===== src/rtl/inst_fetch_unit_pkg.sv =====
// rtl/inst_fetch_unit_pkg.sv - shared types and constants for the instruction fetch unit
package inst_fetch_unit_pkg;

    localparam int          INST_W           = 32;
    localparam logic [31:0] RESET_PC_DEFAULT = 32'h8000_0000;

    typedef enum logic [1:0] {
        REQ   = 2'd0,
        WAIT  = 2'd1,
        VALID = 2'd2
    } fetch_state_t;

    typedef enum logic [1:0] {
        PC_HOLD     = 2'd0,
        PC_REDIRECT = 2'd1,
        PC_INCR     = 2'd2
    } pc_sel_t;

endpackage


===== src/rtl/inst_fetch_unit_if.sv =====
// rtl/inst_fetch_unit_if.sv - redirect, instruction memory and decode-side signals of the fetch unit
interface inst_fetch_unit_if #(
    parameter int XLEN = 32
);
    logic            redirect_valid;
    logic [XLEN-1:0] redirect_pc;

    logic            imem_req_valid;
    logic            imem_req_ready;
    logic [XLEN-1:0] imem_addr;
    logic            imem_resp_valid;
    logic [31:0]     imem_resp_data;
    logic            imem_resp_err;

    logic            out_valid;
    logic            out_ready;
    logic [31:0]     out_inst;
    logic [XLEN-1:0] out_pc;
    logic            out_fault;

    modport master (
        input  redirect_valid, redirect_pc,
        output imem_req_valid, imem_addr,
        input  imem_req_ready, imem_resp_valid, imem_resp_data, imem_resp_err,
        output out_valid, out_inst, out_pc, out_fault,
        input  out_ready
    );

    modport slave (
        output redirect_valid, redirect_pc,
        input  imem_req_valid, imem_addr,
        output imem_req_ready, imem_resp_valid, imem_resp_data, imem_resp_err,
        input  out_valid, out_inst, out_pc, out_fault,
        output out_ready
    );

endinterface


===== src/rtl/inst_fetch_unit.sv =====
// rtl/inst_fetch_unit.sv - multicycle fetch stage, one outstanding imem request; IFU_ALIGN_CHECK_EN enables misaligned-pc faulting
module inst_fetch_unit
    import inst_fetch_unit_pkg::*;
#(
    parameter logic [31:0] RESET_PC = RESET_PC_DEFAULT,
    parameter int          XLEN     = 32
) (
    input  logic              clk,
    input  logic              rst_n,
    inst_fetch_unit_if.master fetch
);

    fetch_state_t      state_q, state_d;
    logic [XLEN-1:0]   pc_q, pc_d;
    logic              pend_q, pend_d;
    logic [XLEN-1:0]   pend_pc_q, pend_pc_d;
    pc_sel_t           pc_sel;

    logic              out_valid_q, out_valid_d;
    logic [INST_W-1:0] out_inst_q, out_inst_d;
    logic [XLEN-1:0]   out_pc_q, out_pc_d;
    logic              out_fault_q, out_fault_d;
    logic              req_valid_c;

    // A redirect arriving this cycle takes priority over an older pending one.
    logic              redirect_now;
    logic [XLEN-1:0]   redirect_tgt;

    assign redirect_now = fetch.redirect_valid | pend_q;
    assign redirect_tgt = fetch.redirect_valid ? fetch.redirect_pc : pend_pc_q;

    always_comb begin
        state_d     = state_q;
        pc_sel      = PC_HOLD;
        pend_d      = pend_q | fetch.redirect_valid;
        pend_pc_d   = fetch.redirect_valid ? fetch.redirect_pc : pend_pc_q;
        out_valid_d = out_valid_q;
        out_inst_d  = out_inst_q;
        out_pc_d    = out_pc_q;
        out_fault_d = out_fault_q;
        req_valid_c = 1'b0;

        case (state_q)
            REQ: begin
`ifdef IFU_ALIGN_CHECK_EN
                if (pc_q[1:0] != 2'b00) begin
                    state_d     = VALID;
                    out_valid_d = 1'b1;
                    out_inst_d  = '0;
                    out_pc_d    = pc_q;
                    out_fault_d = 1'b1;
                end else begin
                    req_valid_c = 1'b1;
                    if (fetch.imem_req_ready) state_d = WAIT;
                end
`else
                req_valid_c = 1'b1;
                if (fetch.imem_req_ready) state_d = WAIT;
`endif
            end

            WAIT: begin
                if (fetch.imem_resp_valid) begin
                    if (redirect_now) begin
                        pc_sel  = PC_REDIRECT;
                        pend_d  = 1'b0;
                        state_d = REQ;
                    end else begin
                        out_valid_d = 1'b1;
                        out_inst_d  = fetch.imem_resp_data;
                        out_pc_d    = pc_q;
                        out_fault_d = fetch.imem_resp_err;
                        state_d     = VALID;
                    end
                end
            end

            VALID: begin
                // Flush wins over both valid-stability and a same-cycle handshake.
                if (redirect_now) begin
                    pc_sel      = PC_REDIRECT;
                    pend_d      = 1'b0;
                    out_valid_d = 1'b0;
                    state_d     = REQ;
                end else if (fetch.out_ready) begin
                    pc_sel      = PC_INCR;
                    out_valid_d = 1'b0;
                    state_d     = REQ;
                end
            end

            default: state_d = REQ;
        endcase
    end

    always_comb begin
        pc_d = pc_q;
        case (pc_sel)
            PC_REDIRECT: pc_d = redirect_tgt;
            PC_INCR:     pc_d = pc_q + XLEN'(4);
            default:     pc_d = pc_q;
        endcase
    end

    always_ff @(posedge clk) begin
        if (!rst_n) begin
            state_q     <= REQ;
            pc_q        <= RESET_PC;
            pend_q      <= 1'b0;
            pend_pc_q   <= '0;
            out_valid_q <= 1'b0;
            out_inst_q  <= '0;
            out_pc_q    <= '0;
            out_fault_q <= 1'b0;
        end else begin
            state_q     <= state_d;
            pc_q        <= pc_d;
            pend_q      <= pend_d;
            pend_pc_q   <= pend_pc_d;
            out_valid_q <= out_valid_d;
            out_inst_q  <= out_inst_d;
            out_pc_q    <= out_pc_d;
            out_fault_q <= out_fault_d;
        end
    end

    // Request is decoded from state, masked while reset is held.
    assign fetch.imem_req_valid = rst_n & req_valid_c;
    assign fetch.imem_addr      = pc_q;
    assign fetch.out_valid      = out_valid_q;
    assign fetch.out_inst       = out_inst_q;
    assign fetch.out_pc         = out_pc_q;
    assign fetch.out_fault      = out_fault_q;

endmodule


===== src/flat_wrapper.sv =====
// flat-port wrapper written by rule: the top's interface ports become plain ports
module inst_fetch_unit_flat import inst_fetch_unit_pkg::*;
#(
    parameter logic [31:0] RESET_PC = RESET_PC_DEFAULT,
    parameter int          XLEN     = 32
)
  (clk, rst_n, fetch_redirect_valid, fetch_redirect_pc, fetch_imem_req_valid, fetch_imem_addr, fetch_imem_req_ready, fetch_imem_resp_valid, fetch_imem_resp_data, fetch_imem_resp_err, fetch_out_valid, fetch_out_inst, fetch_out_pc, fetch_out_fault, fetch_out_ready);
  inst_fetch_unit_if #(.XLEN(XLEN)) fetch_i ();
  input  logic clk;
  input  logic rst_n;
  input wire logic [$bits(fetch_i.redirect_valid)-1:0] fetch_redirect_valid;
  input wire logic [$bits(fetch_i.redirect_pc)-1:0] fetch_redirect_pc;
  output wire logic [$bits(fetch_i.imem_req_valid)-1:0] fetch_imem_req_valid;
  output wire logic [$bits(fetch_i.imem_addr)-1:0] fetch_imem_addr;
  input wire logic [$bits(fetch_i.imem_req_ready)-1:0] fetch_imem_req_ready;
  input wire logic [$bits(fetch_i.imem_resp_valid)-1:0] fetch_imem_resp_valid;
  input wire logic [$bits(fetch_i.imem_resp_data)-1:0] fetch_imem_resp_data;
  input wire logic [$bits(fetch_i.imem_resp_err)-1:0] fetch_imem_resp_err;
  output wire logic [$bits(fetch_i.out_valid)-1:0] fetch_out_valid;
  output wire logic [$bits(fetch_i.out_inst)-1:0] fetch_out_inst;
  output wire logic [$bits(fetch_i.out_pc)-1:0] fetch_out_pc;
  output wire logic [$bits(fetch_i.out_fault)-1:0] fetch_out_fault;
  input wire logic [$bits(fetch_i.out_ready)-1:0] fetch_out_ready;
  assign fetch_i.redirect_valid = fetch_redirect_valid;
  assign fetch_i.redirect_pc = fetch_redirect_pc;
  assign fetch_imem_req_valid = fetch_i.imem_req_valid;
  assign fetch_imem_addr = fetch_i.imem_addr;
  assign fetch_i.imem_req_ready = fetch_imem_req_ready;
  assign fetch_i.imem_resp_valid = fetch_imem_resp_valid;
  assign fetch_i.imem_resp_data = fetch_imem_resp_data;
  assign fetch_i.imem_resp_err = fetch_imem_resp_err;
  assign fetch_out_valid = fetch_i.out_valid;
  assign fetch_out_inst = fetch_i.out_inst;
  assign fetch_out_pc = fetch_i.out_pc;
  assign fetch_out_fault = fetch_i.out_fault;
  assign fetch_i.out_ready = fetch_out_ready;
  inst_fetch_unit #(.RESET_PC(RESET_PC), .XLEN(XLEN)) u_core (.clk(clk), .rst_n(rst_n), .fetch(fetch_i));
endmodule

===== config.mk =====
export PLATFORM = sky130hd
export DESIGN_NAME = inst_fetch_unit_flat
export DESIGN_NICKNAME = d
export VERILOG_FILES = /design/src/rtl/inst_fetch_unit_pkg.sv /design/src/rtl/inst_fetch_unit_if.sv /design/src/rtl/inst_fetch_unit.sv /design/src/flat_wrapper.sv
export SDC_FILE = /design/constraint.sdc
export NUM_CORES = 1
export LEC_CHECK = 0
export ABC_AREA = 1
export BUFFER_PORTS_ARGS = -buffer_cell sky130_fd_sc_hd__buf_2
export CAP_MARGIN = 20
export CORE_MARGIN = 10
export CORE_UTILIZATION = 30
export CTS_BUF_LIST = sky130_fd_sc_hd__clkbuf_16
export CTS_CLUSTER_DIAMETER = 150
export CTS_CLUSTER_SIZE = 25
export DETAILED_ROUTE_END_ITERATION = 12
export HOLD_SLACK_MARGIN = 0.02
export PLACE_DENSITY_LB_ADDON = 0.15
export REMOVE_ABC_BUFFERS = 1
export SLEW_MARGIN = 20
export SYNTH_ARGS = -nofsm -noshare
export SYNTH_HDL_FRONTEND = slang
export SYNTH_SLANG_ARGS = --single-unit
export TNS_END_PERCENT = 100

===== constraint.sdc =====
create_clock -name clk -period 4.05 [get_ports clk]
set_input_delay 0 -clock clk [delete_from_list [all_inputs] [get_ports clk]]
set_output_delay 0 -clock clk [all_outputs]
set_load 0.02 [all_outputs]

==> impl_metrics.csv, run 1 <==
group,metric,value,unit
status,status,"finished, final reports clean",
critical_path,worstPathRequired,4.31,ns
clocking,htree_levels,4,
power,power_frac_clock,39.3,%
critical_path,cpMaxStageDelayCell,"clkinv_1",
yosys,post_synth_num_cell_types,36,
route,wl_met3,920,um
route,final_antenna_net_count,0,
yosys,synthFlopType,"dfxtp_1",
timing,min_period,2.64,ns
die,die-area,26300,um^2
yosys,netlist_area,6060,um^2
cells_and_area,layout-drive-gt1-share,21.4,%
yosys,synth.most_common_cell,"nor2_1",
critical_path,cpPeakStageDelay,0.40,ns
yosys,synth_common_cells,"nor2_1, nand2_1, dfxtp_1",
hold_path,hp-class,"input pin to register",
grt,grt_pass1_vias,6305,
yosys,synth_edf_count,0,
yosys,ys_async_sr_fraction,0,%
route,via_per_inst,4.55,
clocking,cts_buffers,17,
critical_path,critPathCaptureType,"register",
cells_and_area,area_growth,37.3,%
die,die_height,162,um
route,top_layer,"met4",
grt,grt_max_degree,76,
critical_path,path_cells,"inv_1 > ha_1 > inv_1 > nor4_1 > ha_1 > clkinv_1 > buf_4 > o21ai_0 > a211oi_1",
yosys,synth.largest_area_cell,"dfxtp_1",
power,netSwitchingFraction,32.7,%
cells_and_area,regArea,2660,um^2
power,power.internal,2.75,mW
flow_run,cap_violations,0,
die,rows,51,
yosys,synthCells,860,
power,combPwrFrac,21.7,%
placement,routabilityCongestion,0.838,
die,core_area,19700,um^2
cells_and_area,nFillCells,2124,
route,first_iter_violations,396,
timing,fin_crit_sh,65.1,%
power,ir_drop,0.302,mV
critical_path,critPathTopFamily,"buffers and inverters",
timing,rsz0062_at_grt,"false",
die,initial_core_util,30.9,%
clocking,cts_setup_buffers,0,
grt,globalRoute.totalOverflow,0,
critical_path,path_buf_inv,4,
clocking,cts_tree,"yes",
cells_and_area,layout.nets,1150,
grt,grt_pass1_wl,34.0,mm
route,wl_met2,9.64,mm
clocking,clock_latency,0.42,ns
timing,setup_tns,0,ns
yosys,yosys-top-cells-area,"dfxtp_1, nor2_1, nand2_1, o21ai_0, inv_1",
route,wl_per_cell,15.3,um
clocking,ctsResizeCount,0,
route,drc,0,
route,vias,6148,
route,wl_met1,9.96,mm
placement,dp_slack,1.42,ns
clocking,ctsRootBufferMaster,"clkbuf_16",
timing,drv_slew,0,
route,finalWirelength,20.7,mm
timing,fin_ws,1.41,ns
yosys,synth_top_area_share,43.9,%
cells_and_area,multiInputGateArea,2870,um^2
timing,worst_pin_slew,0.813,ns
critical_path,arrival,2.90,ns
cells_and_area,n_antenna_cell,0,
placement,dp_cells,1256,
yosys,synth_seq_area_share,43.9,%
yosys,yosys_warnings,0,
clocking,path_clk_slew,0.06,ns
clocking,clkSinkCount,133,
placement,io_buffers,169,
power,p_leak,3.84,nW
timing,hold_viol,0,
die,die_w,162,um
timing,fin_skew,0.00951,ns
power,p_sw,1.34,mW
critical_path,worst_setup_path_start_kind,"register",
route,firstDrtPassIters,5,
timing,slew_headroom,45.7,%
die,boundaryPins,170,
power,pwr-share-seq,39.0,%
timing,setup_viol,0,
cells_and_area,final_cells,1350,
timing,fmax,0.379,GHz
grt,track_usage,15.9,%
critical_path,path_max_fanout,18,
yosys,syn-mean-instance-area,7.05,um^2
grt,antenna_found_initial,0,
power,powerDensity,491,nW/um^2
clocking,clock_path_buffers,2,
yosys,ys_seq_elements,133,
placement,dpl.hpwl,14.3,mm
critical_path,crit_type,"register to register",
==> path summary, 6_finish.rpt <==
check,end,slack (ns),start,cells after the start
worst max-delay path,u_core.fetch.imem_addr[8]$_SDFFE_PN0P_,1.41,u_core.state_q[1]$_SDFFE_PN0P_,9
worst min-delay path,u_core.pend_pc_q[24]$_SDFF_PN0_,0.03,fetch_redirect_pc[24],5
worst max register to register,u_core.fetch.imem_addr[8]$_SDFFE_PN0P_,1.41,u_core.state_q[1]$_SDFFE_PN0P_,9
worst min register to register,u_core.pend_pc_q[6]$_SDFF_PN0_,0.50,u_core.pend_pc_q[6]$_SDFF_PN0_,2
==> power groups by stage <==
stage / clock network, mW / logic, mW / registers (mW)
2_1_floorplan: 0 / 0.370 / 1.74
3_3_place_gp: 0 / 0.851 / 1.62
3_5_place_dp: 0 / 0.851 / 1.62
4_1_cts: 1.64 / 0.906 / 1.59
5_1_grt: 1.70 / 1.01 / 1.62
6_report: 1.60 / 0.888 / 1.59
==> layout by cell type, fill, tap and decap left out, types with 5 or more instances in the layout <==
cell           count
buf_2            169
o21ai_0          106
a21oi_1           57
nor2_1           156
a211oi_1           6
inv_1             83
o21a_1            17
clkinvlp_4         5
buf_4              8
clkbuf_16         17
inv_2              5
dlygate4sd3_1     62
nor2_2             5
dfxtp_1          133
nand2_1          142
nand3_1           42
mux2i_1            9
or2_1             15
nor2_4             5
ha_1               7
==> cell families after synthesis <==
family,Yosys count,share of synthesized area (%)
AOI/OAI and AO/OA,193,17.2
DFF,133,43.9
buffers and inverters,135,8.83
adders and majority gates,7,1.44
muxes,9,1.49
xor gates and xnor gates,2,0.289
and+or+nand+nor,381,26.9
==> registers in the layout (all words and copies together), names as in the netlist <==
| signal | flops |
|---|---|
| u_core.fetch.imem_addr | 32 |
| u_core.fetch.out_fault | 1 |
| u_core.fetch.out_inst | 32 |
| u_core.fetch.out_pc | 32 |
| u_core.fetch.out_valid | 1 |
| u_core.pend_pc_q | 32 |
| u_core.pend_q | 1 |
| u_core.state_q | 2 |
==> metrics by stage <==
stage	power, mW	util (%)	hold slack [ns]	area [um^2]
final	4.09	42.4	0.0286	8330
after global routing	4.33	42.4	0.0693	8330
after CTS	4.13	42.4	0.0200	8330
after detailed placement	2.47	36.1	0.229	7100
after global placement	2.47	36.1	0.228	7100
after floorplan	2.11	-	0.129	5860
==> final cells by class <==
cell class / count / share of cell area, %
clock buffers: 17 / 5.11
repair buffers: 239 / 18.3
clock inverters: 15 / 2.16
flip-flops and latches: 133 / 32.0
multi-input cells: 592 / 34.4
inverters: 89 / 4.01
well taps: 265 / 3.98
==> what timing repair did <==
| item | CTS | global route |
|---|---|---|
| endpoints found under the hold margin | 66 | 0 |
| hold buffers | 62 | 0 |
| endpoints found under the setup margin | 0 | 0 |
==> metal layers <==
layer  vias to the layer above  global-route usage (%)
met5                         -                       0
met4                         0                    4.01
met3                        14                    3.82
met2                       129                    25.8
met1                      2830                    20.7
li1                       3175                       -
==> worst min-delay path, delay by kind of cell <==
kind            cells  cell delay, ns
compound gates      1            0.14
simple gates        2            0.16
buf+inv             2            0.11
Note: power is estimated with default switching activity, not from simulation.
==> run 2, diff against run 1 <==
==> constraint.sdc (replaced) <==
create_clock -name clk -period 2.2 [get_ports clk]
set_input_delay 0 -clock clk [delete_from_list [all_inputs] [get_ports clk]]
set_output_delay 0 -clock clk [all_outputs]
set_load 0.02 [all_outputs]
==> run 2 against run 1 <==
Total power grew 88%. Combinational power grew 110%. Largest power group is now sequential cells. Register-to-register slack lost 1.2 ns.
==> impl_metrics.csv, run 2 (synthesized netlist as in run 1, its figures left out) <==
group,metric,value,unit
timing,hold_viol,0,
die,boundaryPins,170,
route,final_antenna_net_count,0,
grt,track_usage,16.0,%
placement,dpl.hpwl,15.0,mm
grt,met1_usage,21.2,%
critical_path,cpMaxStageDelayCell,"dfxtp_2",
cells_and_area,n_antenna_cell,0,
placement,routabilityCongestion,0.840,
timing,worst_pin_slew,0.729,ns
critical_path,path_common_cell,"buf_4",
grt,grt_util_met3,3.69,%
critical_path,path_max_fanout,20,
timing,fmax,0.492,GHz
clocking,path_clk_slew,0.06,ns
cells_and_area,final_common_cell,"buf_2",
status,status,"finished, final reports clean",
placement,io_buffers,169,
power,powerDensity,887,nW/um^2
timing,fin_skew,0.00913,ns
clocking,clkSinkCount,133,
cells_and_area,final_cells,1380,
die,core_area,19700,um^2
route,via_per_inst,4.50,
route,finalWirelength,21.0,mm
clocking,clock_path_buffers,2,
timing,drv_slew,0,
critical_path,path_buf_inv,6,
grt,grt_max_degree,76,
grt,grt_pass1_vias,6195,
power,ir_drop,0.524,mV
route,firstDrtPassIters,5,
critical_path,critPathCaptureType,"register",
die,rows,51,
cells_and_area,multiInputGateArea,2910,um^2
timing,slew_headroom,51.4,%
route,drc,0,
grt,grt_most_used_layer,"met2",
power,p_leak,4.02,nW
clocking,clock_latency,0.42,ns
die,die-area,26300,um^2
grt,globalRoute.totalOverflow,0,
critical_path,worstPathRequired,2.48,ns
route,wl_per_cell,15.2,um
critical_path,arrival,2.31,ns
timing,min_period,2.03,ns
hold_path,hp-class,"input pin to register",
clocking,cts_buffers,17,
critical_path,cpPeakStageDelay,0.32,ns
cells_and_area,layout_common_cells,"buf_2, nor2_1, nand2_1",
clocking,ctsRootBufferMaster,"clkbuf_16",
timing,fin_crit_sh,92.4,%
grt,met2_usage,25.1,%
critical_path,path_cells,"inv_2 > buf_4 > ha_4 > inv_2 > nor4_4 > buf_4 > ha_4 > buf_4 > buf_4 > nand3_1 > nand3_1 > a21oi_1",
die,die_height,162,um
cells_and_area,nFillCells,2057,
critical_path,crit_type,"register to register",
grt,grt_pass1_wl,33.9,mm
route,vias,6204,
cells_and_area,area_growth,42.8,%
cells_and_area,regArea,2660,um^2
die,initial_core_util,30.9,%
cells_and_area,layout-drive-gt1-share,24.1,%
cells_and_area,layout.nets,1180,
critical_path,critPathTopFamily,"buffers and inverters",
critical_path,worst_setup_path_start_kind,"register",
flow_run,cap_violations,0,
clocking,htree_levels,4,
timing,setup_viol,0,
timing,holdWs,0.0370,ns
placement,dp_cells,1285,
die,die_w,162,um
clocking,cts_tree,"yes",
grt,antenna_found_initial,0,
route,first_iter_violations,293,
==> run 2: area by class of cell <==
| cell class | count | share of cell area, % |
|---|---|---|
| Multi-Input combinational cell | 592 | 33.6 |
| Sequential cell | 133 | 30.8 |
| Timing Repair Buffer | 269 | 21.1 |
| Clock buffer | 17 | 4.91 |
| Inverter | 89 | 3.89 |
| Tap cell | 265 | 3.83 |
| Clock inverter | 15 | 1.91 |
==> run 2: where the power goes <==
group          switching [mW]  total [mW]  internal, mW
clock network            1.13        2.89          1.77
logic                    1.15        1.88         0.731
registers               0.212        2.91          2.70
==> run 2: metal layers <==
layer	up-vias	share of wire (%)
met5	-	0
met4	0	1.2
met3	16	4.8
met2	143	46
met1	2808	48
li1	3237	-
==> run 2: worst min-delay path, stage by stage <==
cell    delay (ns)
buf_2         0.08
or2_1         0.10
o21a_1        0.13
inv_1         0.04
nor2_1        0.07
==> run 2: through the flow <==
stage	setup WS, ns	setup TNS [ns]	cell area (um^2)	util, %	power (mW)
global placement	-0.0117	-0.0191	7370	37.5	4.70
detailed placement	-0.0387	-0.0748	7370	37.5	4.70
global route	-0.0140	-0.0362	8660	44.1	8.14
CTS	0.0310	0	8590	43.7	7.74
finish	0.167	0	8660	44.1	7.68
floorplan	-1.06	-23.66	5860	-	3.89
==> run 2: worst paths after layout <==
path | slack, ns | endpoint | cells after the start | startpoint
worst max-delay path | 0.17 | u_core.fetch.imem_addr[11]$_SDFFE_PN0P_ | 12 | u_core.state_q[0]$_SDFFE_PN0P_
worst min-delay path | 0.04 | u_core.pend_pc_q[18]$_SDFF_PN0_ | 5 | fetch_redirect_pc[18]
worst max register to register | 0.17 | u_core.fetch.imem_addr[11]$_SDFFE_PN0P_ | 12 | u_core.state_q[0]$_SDFFE_PN0P_
worst min register to register | 0.49 | u_core.fetch.imem_addr[1]$_SDFFE_PN0P_ | 2 | u_core.fetch.imem_addr[1]$_SDFFE_PN0P_
==> run 2: repair_timing <==
action | 4_1_cts | 5_1_grt
cloned | 0 | 0
pin swaps | 1 | 4
endpoints found under the setup margin | 5 | 29
hold endpoints to repair | 69 | 0
buffers inserted | 0 | 0
hold buffers | 63 | 0
gates resized for setup | 2 | 18
==> run 3, diff against run 2 <==
--- a/config.mk
+++ b/config.mk
@@ -16,6 +16,7 @@
 export DETAILED_ROUTE_END_ITERATION = 12
 export HOLD_SLACK_MARGIN = 0.02
 export PLACE_DENSITY_LB_ADDON = 0.15
+export RECOVER_POWER = 50
 export REMOVE_ABC_BUFFERS = 1
 export SLEW_MARGIN = 20
 export SYNTH_ARGS = -nofsm -noshare
==> run 3 against run 2 <==
First-iteration DRC count decreased by 2.0%. Via count is 0.71% higher. Clock skew about the same. Flip-flop and latch count unchanged. Sequential share of layout area is 0.47 points higher. Maximum frequency shrank 0.21%. Register-to-register slack about the same. Non-clock buffer count did not move. Wire length is 0.20% higher. Hold slack gained 0.0061 ns.
==> impl_metrics.csv, run 3 (synthesized netlist as in run 1, its figures left out) <==
group,metric,value,unit
critical_path,worstPathRequired,2.48,ns
die,rows,51,
critical_path,path_buf_inv,6,
power,pwr-share-seq,38.2,%
timing,holdWs,0.0431,ns
power,p_leak,3.59,nW
placement,io_buffers,169,
route,vias,6248,
cells_and_area,regArea,2660,um^2
timing,min_period,2.04,ns
critical_path,cpMaxStageDelayCell,"dfxtp_2",
power,power_frac_clock,38.0,%
clocking,cts_tree,"yes",
die,boundaryPins,170,
power,combPwrFrac,23.8,%
power,powerDensity,894,nW/um^2
power,total_power,7.63,mW
grt,grt_max_degree,76,
cells_and_area,final_area,8530,um^2
hold_path,min_from,"fetch_redirect_pc[18]",
timing,slew_headroom,51.5,%
critical_path,cpPeakStageDelay,0.32,ns
critical_path,path_max_fanout,20,
clocking,ctsRootBufferMaster,"clkbuf_16",
flow_run,cap_violations,0,
hold_path,holdPathStages,5,
timing,setup_viol,0,
grt,antenna_found_initial,0,
timing,fmax,0.491,GHz
timing,drv_slew,0,
status,status,"finished, final reports clean",
cells_and_area,layout-drive-gt1-share,15.2,%
route,finalWirelength,21.1,mm
die,die_w,162,um
cells_and_area,final_cells,1380,
placement,dpl_cell_area,7370,um^2
route,first_iter_violations,287,
timing,fin_crit_sh,92.6,%
timing,setup_tns,0,ns
grt,grt_pass1_wl,33.9,mm
die,initial_core_util,30.9,%
route,drc,0,
clocking,clock_path_buffers,2,
route,via_per_inst,4.53,
cells_and_area,area_growth,40.7,%
critical_path,r2r-start,"u_core.state_q[0]$_SDFFE_PN0P_",
critical_path,path_cells,"inv_2 > buf_4 > ha_4 > inv_2 > nor4_4 > buf_4 > ha_4 > buf_4 > buf_4 > nand3_1 > nand3_1 > a21oi_1",
critical_path,critPathCaptureType,"register",
power,power.internal,5.13,mW
placement,routabilityCongestion,0.840,
power,p_sw,2.50,mW
route,final_antenna_net_count,0,
cells_and_area,nFillCells,2086,
critical_path,reg2reg_depth,12,
power,ir_drop,0.523,mV
clocking,cts_buffers,17,
clocking,htree_levels,4,
critical_path,crit_type,"register to register",
placement,dp_slack,-0.0387,ns
critical_path,arrival,2.32,ns
cells_and_area,final_util,43.4,%
critical_path,worst_setup_path_start_kind,"register",
critical_path,rr_endpoint,"u_core.fetch.imem_addr[11]$_SDFFE_PN0P_",
power,netSwitchingFraction,32.7,%
grt,track_usage,16.0,%
placement,dp_cells,1285,
clocking,path_clk_slew,0.06,ns
cells_and_area,n_antenna_cell,0,
clocking,clock_latency,0.42,ns
die,die-area,26300,um^2
cells_and_area,layout.nets,1180,
cells_and_area,final_common_cell,"nor2_1",
hold_path,hp-class,"input pin to register",
hold_path,hold_end,"u_core.pend_pc_q[18]$_SDFF_PN0_",
timing,hold_viol,0,
critical_path,r2r_slack,0.16,ns
clocking,clkSinkCount,133,
placement,dpl.hpwl,15.0,mm
route,firstDrtPassIters,5,
critical_path,path_common_cell,"buf_4",
timing,worst_pin_slew,0.727,ns
grt,grt_pass1_vias,6195,
die,core_area,19700,um^2
grt,globalRoute.totalOverflow,0,
timing,fin_skew,0.00946,ns
cells_and_area,layout_common_cells,"nor2_1, nand2_1, dfxtp_1",
route,wl_per_cell,15.3,um
critical_path,critPathTopFamily,"buffers and inverters",
die,die_height,162,um
timing,fin_ws,0.163,ns
cells_and_area,multiInputGateArea,2910,um^2
==> run 3: changes by cell type in the layout (fill, tap and decap cells not counted) <==
| cell | before | now |
|---|---|---|
| clkbuf_1 | 0 | 100 |
| buf_2 | 169 | 70 |
| clkbuf_2 | 0 | 1 |
| buf_4 | 30 | 28 |
==> run 3: worst max path at each step <==
| stage | cells past startpoint | start | end | slack [ns] |
|---|---|---|---|---|
| floorplan | 10 | u_core.state_q[0]$_SDFFE_PN0P_ | u_core.fetch.imem_addr[8]$_SDFFE_PN0P_ | -1.06 |
| global placement | 12 | u_core.state_q[0]$_SDFFE_PN0P_ | u_core.fetch.imem_addr[9]$_SDFFE_PN0P_ | -0.01 |
| detailed placement | 12 | u_core.state_q[1]$_SDFFE_PN0P_ | u_core.fetch.imem_addr[8]$_SDFFE_PN0P_ | -0.04 |
| CTS | 13 | u_core.state_q[0]$_SDFFE_PN0P_ | u_core.fetch.imem_addr[8]$_SDFFE_PN0P_ | 0.03 |
| global route | 13 | u_core.state_q[0]$_SDFFE_PN0P_ | u_core.fetch.imem_addr[4]$_SDFFE_PN0P_ | -0.01 |
| finish | 12 | u_core.state_q[0]$_SDFFE_PN0P_ | u_core.fetch.imem_addr[11]$_SDFFE_PN0P_ | 0.16 |
==> run 3: layer usage <==
metal	vias up	track usage [%]	wire, um
met5	-	0	0
met4	0	5.05	220
met3	14	3.69	1060
met2	155	25.1	9710
met1	2843	21.2	10100
li1	3236	-	-
==> run 3: tightest hold or removal path: cells and delay by family <==
kind                   cells  cell delay [ns]
buffers and inverters      2             0.12
AOI/OAI and AO/OA          1             0.14
and+or+nand+nor            2             0.17
==> run 3: power by group through the flow <==
stage | Combinational (mW) | Sequential (mW) | Clock (mW)
2_1_floorplan | 0.682 | 3.20 | 0
3_3_place_gp | 1.74 | 2.95 | 0
3_5_place_dp | 1.75 | 2.96 | 0
4_1_cts | 1.85 | 2.91 | 2.98
5_1_grt | 2.04 | 2.96 | 3.09
6_report | 1.82 | 2.92 | 2.90
==> run 3: area by class of cell <==
class,instances,share of cell area [%]
multi-input combinational,592,34.1
timing repair buffer,269,19.9
tap,265,3.89
sequential,133,31.2
clock buffer,17,4.99
clock inverter,15,1.94
inverter,89,3.95
==> run 3: repair_timing <==
action                     CTS  global route
buffers inserted             0             0
cloned                       0             0
pin swaps                    1             4
hold endpoints to repair    69             0
setup endpoints to repair    5            29
gates resized for setup      2            18
hold buffers                63             0
